### src/rtl/led_pwm_sb_ctrl_pkg.sv
`default_nettype none
// ============================================================================
// Module   : led_ctrl_pkg
// Brief    : Register map, mode encoding and decode helper for led_pwm_sb_ctrl
// Revision : 1.0 - initial release
// ============================================================================
package led_ctrl_pkg;

  localparam logic [31:0] LED_VAL_ADDR  = 32'h0000_0000;
  localparam logic [31:0] LED_MODE_ADDR = 32'h0000_0004;
  localparam logic [31:0] LED_DUTY_ADDR = 32'h0000_0008;
  localparam logic [31:0] LED_HALF_ADDR = 32'h0000_000C;
  localparam logic [31:0] LED_RST_ADDR  = 32'h0000_0024;

  localparam int MODE_BLINK_BIT = 0;
  localparam int MODE_DIM_BIT   = 1;

  typedef enum logic [1:0] {
    STATIC    = 2'd0,
    BLINK     = 2'd1,
    DIM       = 2'd2,
    BLINK_DIM = 2'd3
  } led_mode_e;

  // True when value is representable in the given number of bits.
  function automatic logic fits_bits(input logic [31:0] value, input int width);
    return (value >> width) == 32'd0;
  endfunction

endpackage
`default_nettype wire

### src/rtl/led_pwm_sb_ctrl_if.sv
`default_nettype none
// ============================================================================
// Module   : led_pwm_sb_ctrl_if
// Brief    : System-bus slave port bundle for the LED peripheral
// Revision : 1.0 - initial release
// ============================================================================
interface led_pwm_sb_ctrl_if;
  logic        req_i;
  logic        write_enable_i;
  logic [31:0] addr_i;
  logic [31:0] write_data_i;
  logic [31:0] read_data_o;

  modport master (
    output req_i, write_enable_i, addr_i, write_data_i,
    input  read_data_o
  );

  modport slave (
    input  req_i, write_enable_i, addr_i, write_data_i,
    output read_data_o
  );
endinterface
`default_nettype wire

### src/rtl/led_pwm_sb_ctrl_blink_timer.sv
`default_nettype none
// ============================================================================
// Module   : led_blink_timer
// Brief    : Half-period counter with phase flop for the LED blink mode
// Revision : 1.0 - initial release
// ============================================================================
module led_blink_timer (
  input  logic        clk_i,
  input  logic        rst_i,
  input  logic [31:0] half,
  input  logic        enable,
  input  logic        restart,
  output logic        phase
);

  logic [31:0] r_cnt;
  logic        r_phase;

  // The >= compare keeps the counter bounded even if HALF shrinks under it.
  always_ff @(posedge clk_i or posedge rst_i) begin
    if (rst_i) begin
      r_cnt   <= 32'd0;
      r_phase <= 1'b1;
    end else if (restart || !enable) begin
      r_cnt   <= 32'd0;
      r_phase <= 1'b1;
    end else if (r_cnt >= half - 32'd1) begin
      r_cnt   <= 32'd0;
      r_phase <= ~r_phase;
    end else begin
      r_cnt   <= r_cnt + 32'd1;
    end
  end

  assign phase = r_phase;

endmodule
`default_nettype wire

### src/rtl/led_pwm_sb_ctrl.sv
`default_nettype none
// ============================================================================
// Module   : led_pwm_sb_ctrl
// Brief    : Bus-mapped LED driver with enable mask, blink timer and PWM dimmer
// Revision : 1.0 - initial release
// ============================================================================
module led_pwm_sb_ctrl
  import led_ctrl_pkg::*;
#(
  parameter int          N_LEDS    = 16,
  parameter int          PWM_W     = 8,
  parameter logic [31:0] BLINK_RST = 32'd10_000_000
) (
  input  logic                  clk_i,
  input  logic                  rst_i,
  led_pwm_sb_ctrl_if.slave      bus,
  output logic [N_LEDS-1:0]     led_o
);

  localparam logic [PWM_W:0]   DUTY_MAX = {1'b1, {PWM_W{1'b0}}};
  localparam logic [PWM_W-1:0] PWM_ONE  = PWM_W'(1);

  logic [N_LEDS-1:0] r_value;
  led_mode_e         r_mode;
  logic [PWM_W:0]    r_duty;
  logic [31:0]       r_half;
  logic [PWM_W-1:0]  r_pwm_cnt;
  logic [N_LEDS-1:0] r_led;
  logic [31:0]       r_read_data;

  logic        w_wr, w_rd, w_soft_rst;
  logic        w_val_wr, w_mode_wr, w_duty_wr, w_half_wr;
  logic        w_restart, w_phase, w_dim_on, w_gate;
  logic [31:0] w_rd_data;

  assign w_wr       = bus.req_i &  bus.write_enable_i;
  assign w_rd       = bus.req_i & ~bus.write_enable_i;
  assign w_soft_rst = w_wr && (bus.addr_i == LED_RST_ADDR)  && (bus.write_data_i == 32'd1);
  assign w_val_wr   = w_wr && (bus.addr_i == LED_VAL_ADDR)  && fits_bits(bus.write_data_i, N_LEDS);
  assign w_mode_wr  = w_wr && (bus.addr_i == LED_MODE_ADDR) && fits_bits(bus.write_data_i, 2);
  assign w_duty_wr  = w_wr && (bus.addr_i == LED_DUTY_ADDR) && (bus.write_data_i <= 32'(DUTY_MAX));
  assign w_half_wr  = w_wr && (bus.addr_i == LED_HALF_ADDR) && (bus.write_data_i != 32'd0);

  // Soft reset reuses the timer restart path: both land on counter 0, phase 1.
  assign w_restart  = w_soft_rst | w_half_wr | (w_mode_wr & bus.write_data_i[MODE_BLINK_BIT]);

  led_blink_timer u_blink (
    .clk_i   (clk_i),
    .rst_i   (rst_i),
    .half    (r_half),
    .enable  (r_mode[MODE_BLINK_BIT]),
    .restart (w_restart),
    .phase   (w_phase)
  );

  assign w_dim_on = ({1'b0, r_pwm_cnt} < r_duty);
  assign w_gate   = (r_mode[MODE_BLINK_BIT] ? w_phase  : 1'b1) &
                    (r_mode[MODE_DIM_BIT]   ? w_dim_on : 1'b1);

  always_comb begin
    w_rd_data = 32'd0;
    case (bus.addr_i)
      LED_VAL_ADDR:  w_rd_data = 32'(r_value);
      LED_MODE_ADDR: w_rd_data = 32'(r_mode);
      LED_DUTY_ADDR: w_rd_data = 32'(r_duty);
      LED_HALF_ADDR: w_rd_data = r_half;
      default:       w_rd_data = 32'd0;
    endcase
  end

  always_ff @(posedge clk_i or posedge rst_i) begin
    if (rst_i) begin
      r_value     <= '0;
      r_mode      <= STATIC;
      r_duty      <= DUTY_MAX;
      r_half      <= BLINK_RST;
      r_pwm_cnt   <= '0;
      r_led       <= '0;
      r_read_data <= 32'd0;
    end else if (w_soft_rst) begin
      r_value     <= '0;
      r_mode      <= STATIC;
      r_duty      <= DUTY_MAX;
      r_half      <= BLINK_RST;
      r_pwm_cnt   <= '0;
      r_led       <= '0;
      r_read_data <= 32'd0;
    end else begin
      if (w_val_wr)  r_value <= bus.write_data_i[N_LEDS-1:0];
      if (w_mode_wr) r_mode  <= led_mode_e'(bus.write_data_i[1:0]);
      if (w_duty_wr) r_duty  <= bus.write_data_i[PWM_W:0];
      if (w_half_wr) r_half  <= bus.write_data_i;
      if (w_rd)      r_read_data <= w_rd_data;
      r_pwm_cnt <= r_pwm_cnt + PWM_ONE;
      r_led     <= r_value & {N_LEDS{w_gate}};
    end
  end

  assign led_o           = r_led;
  assign bus.read_data_o = r_read_data;

endmodule
`default_nettype wire

### src/flat_wrapper.sv
// flat-port wrapper written by rule: the top's interface ports become plain ports
module led_pwm_sb_ctrl_flat import led_ctrl_pkg::*;
#(
  parameter int          N_LEDS    = 16,
  parameter int          PWM_W     = 8,
  parameter logic [31:0] BLINK_RST = 32'd10_000_000
)
  (clk_i, rst_i, led_o, bus_req_i, bus_write_enable_i, bus_addr_i, bus_write_data_i, bus_read_data_o);
  led_pwm_sb_ctrl_if bus_i ();
  input  logic clk_i;
  input  logic rst_i;
  output logic [N_LEDS-1:0] led_o;
  input wire logic [$bits(bus_i.req_i)-1:0] bus_req_i;
  input wire logic [$bits(bus_i.write_enable_i)-1:0] bus_write_enable_i;
  input wire logic [$bits(bus_i.addr_i)-1:0] bus_addr_i;
  input wire logic [$bits(bus_i.write_data_i)-1:0] bus_write_data_i;
  output wire logic [$bits(bus_i.read_data_o)-1:0] bus_read_data_o;
  assign bus_i.req_i = bus_req_i;
  assign bus_i.write_enable_i = bus_write_enable_i;
  assign bus_i.addr_i = bus_addr_i;
  assign bus_i.write_data_i = bus_write_data_i;
  assign bus_read_data_o = bus_i.read_data_o;
  led_pwm_sb_ctrl #(.N_LEDS(N_LEDS), .PWM_W(PWM_W), .BLINK_RST(BLINK_RST)) u_core (.clk_i(clk_i), .rst_i(rst_i), .bus(bus_i), .led_o(led_o));
endmodule
### config.mk
export PLATFORM = sky130hd
export DESIGN_NAME = led_pwm_sb_ctrl_flat
export DESIGN_NICKNAME = d
export VERILOG_FILES = /design/src/rtl/led_pwm_sb_ctrl_pkg.sv /design/src/rtl/led_pwm_sb_ctrl_if.sv /design/src/rtl/led_pwm_sb_ctrl_blink_timer.sv /design/src/rtl/led_pwm_sb_ctrl.sv /design/src/flat_wrapper.sv
export SDC_FILE = /design/constraint.sdc
export NUM_CORES = 1
export LEC_CHECK = 0
export ABC_AREA = 1
export CAP_MARGIN = 30
export CORE_AREA = 2 2 128 130
export DETAILED_ROUTE_END_ITERATION = 7
export DIE_AREA = 0 0 130 132
export GPL_ROUTABILITY_DRIVEN = 0
export GPL_TIMING_DRIVEN = 0
export HOLD_SLACK_MARGIN = 0.12
export PLACE_DENSITY = 0.88
export SLEW_MARGIN = 15
export SYNTH_ARGS = -nofsm -noshare
export SYNTH_HDL_FRONTEND = slang
export SYNTH_SLANG_ARGS = --single-unit
### constraint.sdc
create_clock -name clk_i -period 7.65 [get_ports clk_i]
set_input_delay 0.765 -clock clk_i [delete_from_list [all_inputs] [get_ports clk_i]]
set_output_delay 0.765 -clock clk_i [all_outputs]
set_load 0.01 [all_outputs]
== Word-level counts from Yosys, hierarchy flattened ==
Cells that the tools add are included.

* Add/subtract/negate cells: 3
* Order comparisons: 3
* Eq/ne operators: 5
* Multiplexer cells: 19
* Bitwise gates (word level): 9
* Reductions and logical operators: 22

{| class="wikitable"
|+ Operators with widths
! cell !! number
|-
| 32-bit 2-to-1 mux || 6
|-
| 32-bit case mux with 4 select lines || 1
|-
| 32-bit logical NOT || 3
|-
| 32-bit by 4-bit == test with 1-bit output (second input constant) || 2
|-
| 16-bit 2-to-1 mux || 3
|-
| 32-bit by 1-bit adder with 32-bit output (second input constant) || 1
|-
| 32-bit by 1-bit == test with 1-bit output (second input constant) || 1
|-
| 32-bit by 3-bit == test with 1-bit output (second input constant) || 1
|-
| 32-bit by 6-bit == test with 1-bit output (second input constant) || 1
|-
| 32-bit >= comparator || 1
|-
| 32-bit by 9-bit less-or-equal comparator with 1-bit output (second input constant) || 1
|-
| 32-bit nonzero test || 1
|-
| 32-bit by 1-bit subtractor with 32-bit output (second input constant) || 1
|-
| 9-bit 2-to-1 mux || 2
|-
| 16-bit AND || 1
|-
| 2-bit nonzero test || 6
|-
| 1-bit logical AND || 10
|-
| 8-bit by 9-bit < comparator with 1-bit output || 1
|-
| 8-bit by 1-bit adder with 8-bit output (second input constant) || 1
|-
| 8-bit 2-to-1 mux || 1
|-
| 1-bit AND || 4
|-
| 1-bit 2-to-1 mux || 4
|-
| 2-bit 2-to-1 mux || 2
|-
| 1-bit inverter || 2
|-
| other kinds (3) || 4
|}

* Bits in registers: 148
* Bits of input ports: 68
* Output and inout port bits: 48

== Logic depth before layout (Yosys ltp) ==
* Word-level depth: 7
* Depth in mapped cells: 20
* Mapped depth without buffers: 20

== Hierarchy ==
Synthesis repeated with hierarchy kept, for this count alone.

* Cells, all modules: 1219
* Area total of the unflattened synthesis: 8947.3 um^2

{| class="wikitable"
|+ By module, submodules not included
! module !! instances !! cells each !! area each (um^2) !! sequential area each (um^2)
|-
| led_pwm_sb_ctrl || 1 || 731 || 5652.9 || 2889.0
|-
| led_blink_timer || 1 || 488 || 3294.4 || 827.0
|}

== Worst setup path after synthesis ==
OpenSTA, ideal clock, no wires.

* Path type: register -> register
* From: reg u_core.r_half[0]
* To: reg u_core.u_blink.r_cnt[0]
* Arrival: 2.945 ns
* Required time: 7.578 ns
* Slack: 4.634 ns
* Cell stages (with the launch flop): 21
* Period minus slack after synthesis: 3.016 ns
* Cell sequence: dfrtp_1 -> inv_1 -> ha_1 -> nand2_1 -> nor3_1 -> nand3_1 -> nor2_1 -> nand2_1 -> xnor2_1 -> inv_1 -> ha_1 -> nand2_1 -> inv_1 -> nand2_1 -> nand2_1 -> nand2_1 -> a21oi_1 -> nor2_1 -> clkbuf_1 -> nand3_1 -> nor2_1

* Cells in the longest elaborated chain, start to end: 4

{| class="wikitable"
|+ Ends and longest elaborated chain
! element !! RTL line !! RTL
|-
| from (decl) || led_pwm_sb_ctrl.sv:26 || <nowiki>logic [31:0] r_half;</nowiki>
|-
| from (signal assigned) || led_pwm_sb_ctrl.sv:92 || <nowiki>if (w_half_wr) r_half <= bus.write_data_i;</nowiki>
|-
| 32-bit by 1-bit subtractor with 32-bit output || led_pwm_sb_ctrl_blink_timer.sv:27 || <nowiki>end else if (r_cnt >= half - 32'd1) begin</nowiki>
|-
| 32-bit >= comparator || led_pwm_sb_ctrl_blink_timer.sv:27 ||
|-
| 32-bit 2-to-1 mux || led_pwm_sb_ctrl_blink_timer.sv:27 ||
|-
| 32-bit 2-to-1 mux || led_pwm_sb_ctrl_blink_timer.sv:24 || <nowiki>end else if (restart || !enable) begin</nowiki>
|-
| to (signal assigned) || led_pwm_sb_ctrl_blink_timer.sv:31 || <nowiki>r_cnt <= r_cnt + 32'd1;</nowiki>
|-
| to (decl) || led_pwm_sb_ctrl_blink_timer.sv:16 || <nowiki>logic [31:0] r_cnt;</nowiki>
|}

Every way passes these cells.
A chain may end at the register's enable or synchronous reset.

== Worst setup path after layout ==
* From: reg u_core.r_half[0]
* To: reg u_core.u_blink.r_cnt[31]

The elaborated chain is that of the path after synthesis.

==> impl_results.md <==
* Number of global-route vias before repair at 8983
* Global Route met3 Usage at 8.685%
* Dominant synthesized flop cell: dfrtp_1
* DR iter-0 viols at 964
* Sequential area share after synthesis at 41.07%
* Post-Synth Adder-Cell Area at 5.808%
* RSZ-0062 raised after global routing: false
* Outcome: complete, no violations
* Mux share of post-synthesis cell area at 0%
* Fmax at 0.2595 GHz
* Antenna diodes at 0
* Setup ws final at 3.796 ns
* Setup crit start kind: flip-flop
* Critical path peak fanout at 10
* CP endpoint kind: flip-flop
* Die X at between 100 and 150 um
* Combined global-route utilization of all metal layers at 31.39%
* Core ar. at 15710 um^2
* Cell Area, Placed at 10500 um^2
* Later-pin clock latency in the skew report at 0.45 ns
* Number of vias per cell at 5.634
* Cts hold-fix bufs at 0
* PwrDens at 154.4 nW/um^2
* FFs w/ async S/R, synth at 100.0%
* GR Util met1 at between 30 and 40%
* HP Class: flip-flop to flip-flop
* #FFs+latches synth at approximately 150
* Count of max-cap constraint violations at 0
* Post-CTS setup buffers at 0
* Shortest period the worst path allows at 3.854 ns
* Tcrit/Tclk final at approximately half
* Setup Skew at 0.01464 ns
* Met2 GRT Util at 51.34%
* Post-Synthesis Cells at about 1300
* Syn nets at 1367
* Final wirelength at ~26000 um
* Std cell rows at 46
* Most used routing layer: met2
* Full die area at 17160 um^2
* TNS Setup at 0 ns
* Post-route ant nets at 0
* Worst VDD drop at 158.8 uV
* Chip height at roughly 130 um
* P_leak at 5.354 nW
* EDFF count, synth at 0
* Final hold violations at 0
* XOR/XNOR Fraction of Synth Area at 4.356%
* CTS tree: yes
* H-tree depth at 4
* Wire per inst at 16.04 um
* Starting Density at between 50% and 60%
* Largest net degree at the start of global routing at ~100
* Final nets at roughly 1500
* Share of cells above drive strength 1 at under 10%
* Finished Layout Cells at 1621
* Largest family of logic cells by synthesized area: simple AND/OR/NAND/NOR gates
* Post-CTS resize count at 0
* Max-slew headroom at 55.70%
* Post-Synth Simple-Gate Area at 36.86%
* Final Max Tran Viols at 0
* Port buffer count at 115
* R2r setup slk at 3.80 ns
* Area grow syn2layout at 22.87%
* Synthesized area per cell at 7.198 um^2
* Total grt overflow at 0
* Final instance area at 11120 um^2
* # DRC at 0
* Antenna violations before repair at 0
* Sink Count at between 100 and 150
* Most common cell after layout, fill and taps aside: nand2_1
* Crit Path Category: flip-flop to flip-flop
* DP Worst Slack at 3.925 ns
* Total number of vias at 9133
* Max Root-Sink Buffers at 2
* Synth cell types at 36
* Final setup viols at 0
* Placed Instances at between 1500 and 2000
* Global-route wire length before repair at 42420 um
* Critical Path RT at 8.02 ns
* Worst-path clk slew at 0.08 ns
* Synth Area in Compound Gates at under 10%
* TritonCTS Buffers at 17
* Num ports at 116
* Clk root buf: clkbuf_16
* Most frequent cells in the layout: 398 x nand2_1, 192 x nor2_1, 138 x dfrtp_1
* Detail Placement HPWL at 19330 um
* Slew of the pin with the lowest slew margin at 0.6646 ns
* Synth warn at 0
* Drt first pass iters at 7
* Worst EP arrival at 4.22 ns
* Cell Area, Synth at 9047 um^2
registers in the layout, summed over array words and instances, names as in the netlist:
| name | count |
|---|---|
| u_core.bus.read_data_o | 32 |
| u_core.led_o | 16 |
| u_core.r_duty | 9 |
| u_core.r_half | 32 |
| u_core.r_mode | 2 |
| u_core.r_pwm_cnt | 8 |
| u_core.r_value | 16 |
| u_core.u_blink.phase | 1 |
| u_core.u_blink.r_cnt | 32 |
critical path, stage by stage (launching register included):
cell	delay, ns
dfrtp_1	0.41
inv_1	0.12
ha_1	0.24
nand2_1	0.13
nor3_1	0.39
nand3_1	0.18
nor2_1	0.18
nand2_1	0.09
xnor2_1	0.15
inv_1	0.06
ha_1	0.27
nand2_1	0.06
inv_1	0.05
nand2_1	0.06
nand2_1	0.05
nand2_1	0.06
a21oi_1	0.06
nor2_1	0.43
clkbuf_1	0.50
nand3_1	0.14
nor2_1	0.13
per-layer routing:
layer  vias to the layer above  wire length [um]
li1                       4267                 -
met1                      4215              9878
met2                       553             12580
met3                        98              2625
met4                         0               912
met5                         -                 0
power breakdown:
part           switching [mW]  internal, mW
sequential      0.00000000172         0.782
combinational          0.0449        0.0387
clock                   0.407         0.443
total                   0.452          1.26
worst paths after layout:
check	startpoint	depth (start not counted)	end
setup / recovery	u_core.r_half[0]$_DFFE_PP0P_	20	u_core.u_blink.r_cnt[31]$_DFF_PP0_
hold / removal	u_core.bus.read_data_o[6]$_DFFE_PP0P_	2	u_core.bus.read_data_o[6]$_DFFE_PP0P_
setup reg to reg	u_core.r_half[0]$_DFFE_PP0P_	20	u_core.u_blink.r_cnt[31]$_DFF_PP0_
hold reg to reg	u_core.bus.read_data_o[6]$_DFFE_PP0P_	2	u_core.bus.read_data_o[6]$_DFFE_PP0P_
max in group asynchronous	rst_i	3	u_core.r_half[19]$_DFFE_PP1P_
min in group asynchronous	rst_i	2	u_core.r_pwm_cnt[1]$_DFF_PP0_
layout make-up:
cell class | instances | area, um^2
multi-input combinational | 946 | 4683
clock buffer | 17 | 425.4
fill | 1220 | 4596
buffer | 32 | 156.4
timing repair buffer | 116 | 1179
tap | 216 | 270.3
sequential | 148 | 3716
clock inverter | 15 | 187.7
inverter | 131 | 499.2
through the flow:
step	utilization, %	power [mW]	hold slack [ns]
floorplan	-	0.8267	0.4704
global placement	66.63	0.8767	0.4579
detailed placement	66.85	0.8801	0.4595
CTS	70.75	1.720	0.4774
global route	70.75	1.765	0.4995
finish	70.75	1.716	0.4747
synth_stat cells, types with 4 or more instances:
cell / n / area share [%]
nand3b_1: 21 / 1.7
clkbuf_1: 13 / 0.54
nand4_1: 18 / 1.2
nor3_1: 28 / 1.5
inv_1: 128 / 5.3
xor2_1: 36 / 3.5
nand3_1: 103 / 5.7
ha_1: 42 / 5.8
dfstp_2: 10 / 2.9
o21ai_0: 34 / 1.9
buf_2: 14 / 0.77
dfrtp_1: 138 / 38
nand2_1: 398 / 17
a21oi_1: 25 / 1.4
buf_4: 5 / 0.41
nor2_1: 192 / 8.0
nor2_2: 4 / 0.28
xnor2_1: 9 / 0.87
o22ai_1: 11 / 0.76
cells by family after synthesis:
logic type,Yosys count
adder cells (fa/ha/maj),42
AND/OR/NAND/NOR,781
buffers and inverters,163
AO/OA/AOI/OAI,78
XOR/XNOR,45
flip-flops,148
Power figures use the tool's default switching activity.
==> RTL change, RTL diff (same flow settings) <==
`N_LEDS` is set to 16 in 2 places; all go to 8.
--- a/src/rtl/led_pwm_sb_ctrl.sv
+++ b/src/rtl/led_pwm_sb_ctrl.sv
@@ -7,7 +7,7 @@
 module led_pwm_sb_ctrl
   import led_ctrl_pkg::*;
 #(
-  parameter int          N_LEDS    = 16,
+  parameter int          N_LEDS    = 8,
   parameter int          PWM_W     = 8,
   parameter logic [31:0] BLINK_RST = 32'd10_000_000
 ) (
--- a/src/flat_wrapper.sv
+++ b/src/flat_wrapper.sv
@@ -1,7 +1,7 @@
 // flat-port wrapper written by rule: the top's interface ports become plain ports
 module led_pwm_sb_ctrl_flat import led_ctrl_pkg::*;
 #(
-  parameter int          N_LEDS    = 16,
+  parameter int          N_LEDS    = 8,
   parameter int          PWM_W     = 8,
   parameter logic [31:0] BLINK_RST = 32'd10_000_000
 )
Ports: changed (resized led_o); port bits go from 116 to 108. The function was not compared with the original's and may differ.
==> RTL change against the original RTL <==
Highest routed layer unchanged; clock power shrank 4.4%; synthesized area shrank 4.6%; wire length shrank 6.8%; global-route usage shrank 2.4 points; cell area shrank 4.8%; sequential cell count shrank 16; critical endpoint is now u_core.u_blink.r_cnt[14]$_DFF_PP0_; largest cell class unchanged; power shrank 7.1%; sequential power shrank 11%; die area is the same; largest power group unchanged; worst setup slack gained 0.23 ns.
==> RTL change: results (changes against the original RTL) <==
* Run status: finished, final reports clean
* Net count after synthesis at 1306 (-4.5%)
* Input/output buffers at 107 (-7.0%)
* Top cells by area, synth: dfrtp_1 35%, nand2_1 13%, nor2_1 9.4%
* First-iteration detailed-routing DRC count at 941 (-2.4%)
* Initial DRT Pass Iterations at 5 (-2)
* Clock latency at the later pin of the worst-skew pair at 0.43 ns (-0.02 ns)
* Total sequential power at 698 uW (-11%)
* Combined global-route utilization of all metal layers at 29.0% (-2.4 points)
* Slew @ Worst Pin at 0.756 ns (+0.0912 ns)
* Worst supply voltage drop on vdd at 0.153 mV (-3.4%)
* Met2 global-route usage at 46.4% (-4.9 points)
* Final net count at 1433 (-4.6%)
* Total met3 wirelength after detailed routing at 1.99 mm (-24%)
* Synth Area in XOR/XNOR at 4.37% (+0.0092 points)
* Top cell types by occurrence after synthesis: 291 x nand2_1, 215 x nor2_1, 151 x inv_1, 122 x dfrtp_1, 76 x nand3_1
* Global-route wire length before repair at 39.4 mm (-7.0%)
* Dpl hpwl at 18.5 mm (-4.5%)
* Clk slew on worst S/H paths at 0.06 ns (-0.02 ns)
* Library cell used as clock root buffer: clkbuf_16
* Pin count of the biggest net entering global routing at 80 (-21%)
* Total combinational power at 83.3 uW (about the same)
* Post-CTS setup buffers at 0 (unchanged)
* Worst Skew at 0.0126 ns (-0.00202 ns)
* Top flip-flop cell by instance count after synthesis: dfrtp_1
* Number of antenna violations at the first check in global routing at 0 (unchanged)
* Diodes inserted at 0 (unchanged)
* Share of cells above drive strength 1 at 7.86% (+2.0 points)
* Largest fanout on the critical path at 10 (unchanged)
* Leakage power summed over all cells at 5.07 nW (-5.3%)
* Stage delay of the slowest cell on the critical path at 0.43 ns (-0.07 ns)
* Fraction of the mapped netlist area in adder cells at 6.09% (+0.28 points)
* Largest delay share family, worst path: simple AND/OR/NAND/NOR gates
* Cell with the biggest individual delay on the critical path: clkbuf_1
* Total number of H-tree levels at 4 (unchanged)
* Number of global-route vias before repair at 8276 (-7.9%)
* Met1 GRT Util at 38.0% (-0.99 points)
* Ys async rst share at 100% (unchanged)
* Complex-gate fraction of the synthesized area at 5.96% (+1.2 points)
* Detailed-routed wire length on met2 at 11.5 mm (-8.8%)
* Top layer in use: met4
* Seq/Total Area, Yosys at 38.4% (-2.6 points)
* Switching Power at 421 uW (-6.9%)
* Wire length on met1 at 9.90 mm (+0.26%)
* Routed via count at 8536 (-6.5%)
* Clock distribution power at 813 uW (-4.4%)
* Routed Wire Length at 24.2 mm (-6.8%)
* Number of library cell types mapped by synthesis at 40 (+11%)
* Met3 routing resource usage after global routing at 6.21% (-2.5 points)
[RTL change: changes by cell type in the layout (fill, tap and decap cells not counted), moves of 8 or more]
cell	delta
nand2_1	-107
o21ai_0	-25
nand3_1	-27
clkdlybuf4s50_1	-8
nor3_1	+11
inv_1	+23
a21oi_1	+23
nor2_1	+23
dfrtp_1	-16
o21ai_1	+13
[RTL change: metrics by stage]
step	setup slack [ns]	hold slack [ns]	std cells	instance area, um2
floorplan	3.38	0.439	1196	8630
global placement	1.52	0.463	1519	9970
detailed placement	4.08	0.463	1520	10000
CTS	4.04	0.476	1552	10600
global route	3.70	0.501	1552	10600
finish	4.03	0.482	1552	10600
[RTL change: layout make-up]
class | instances | area, um2
plain buffers | 24 | 138
clock buffers | 17 | 425
clock inverters | 15 | 158
fillers | 1204 | 5130
inverters | 159 | 602
multi-input cells | 881 | 4580
flip-flops and latches | 132 | 3320
well taps | 216 | 270
repair buffers | 108 | 1100
[RTL change: final timing paths]
| kind | from | end | slack [ns] | depth (start not counted) |
|---|---|---|---|---|
| setup reg to reg | u_core.r_half[0]$_DFFE_PP0P_ | u_core.u_blink.r_cnt[14]$_DFF_PP0_ | 4.03 | 18 |
| min in group asynchronous | rst_i | u_core.r_pwm_cnt[2]$_DFF_PP0_ | 0.87 | 2 |
| hold reg to reg | u_core.bus.read_data_o[3]$_DFFE_PP0P_ | u_core.bus.read_data_o[3]$_DFFE_PP0P_ | 0.48 | 2 |
| hold / removal | u_core.bus.read_data_o[3]$_DFFE_PP0P_ | u_core.bus.read_data_o[3]$_DFFE_PP0P_ | 0.48 | 2 |
| setup / recovery | u_core.r_half[0]$_DFFE_PP0P_ | u_core.u_blink.r_cnt[14]$_DFF_PP0_ | 4.03 | 18 |
| max in group asynchronous | rst_i | u_core.r_half[23]$_DFFE_PP1P_ | 6.01 | 3 |
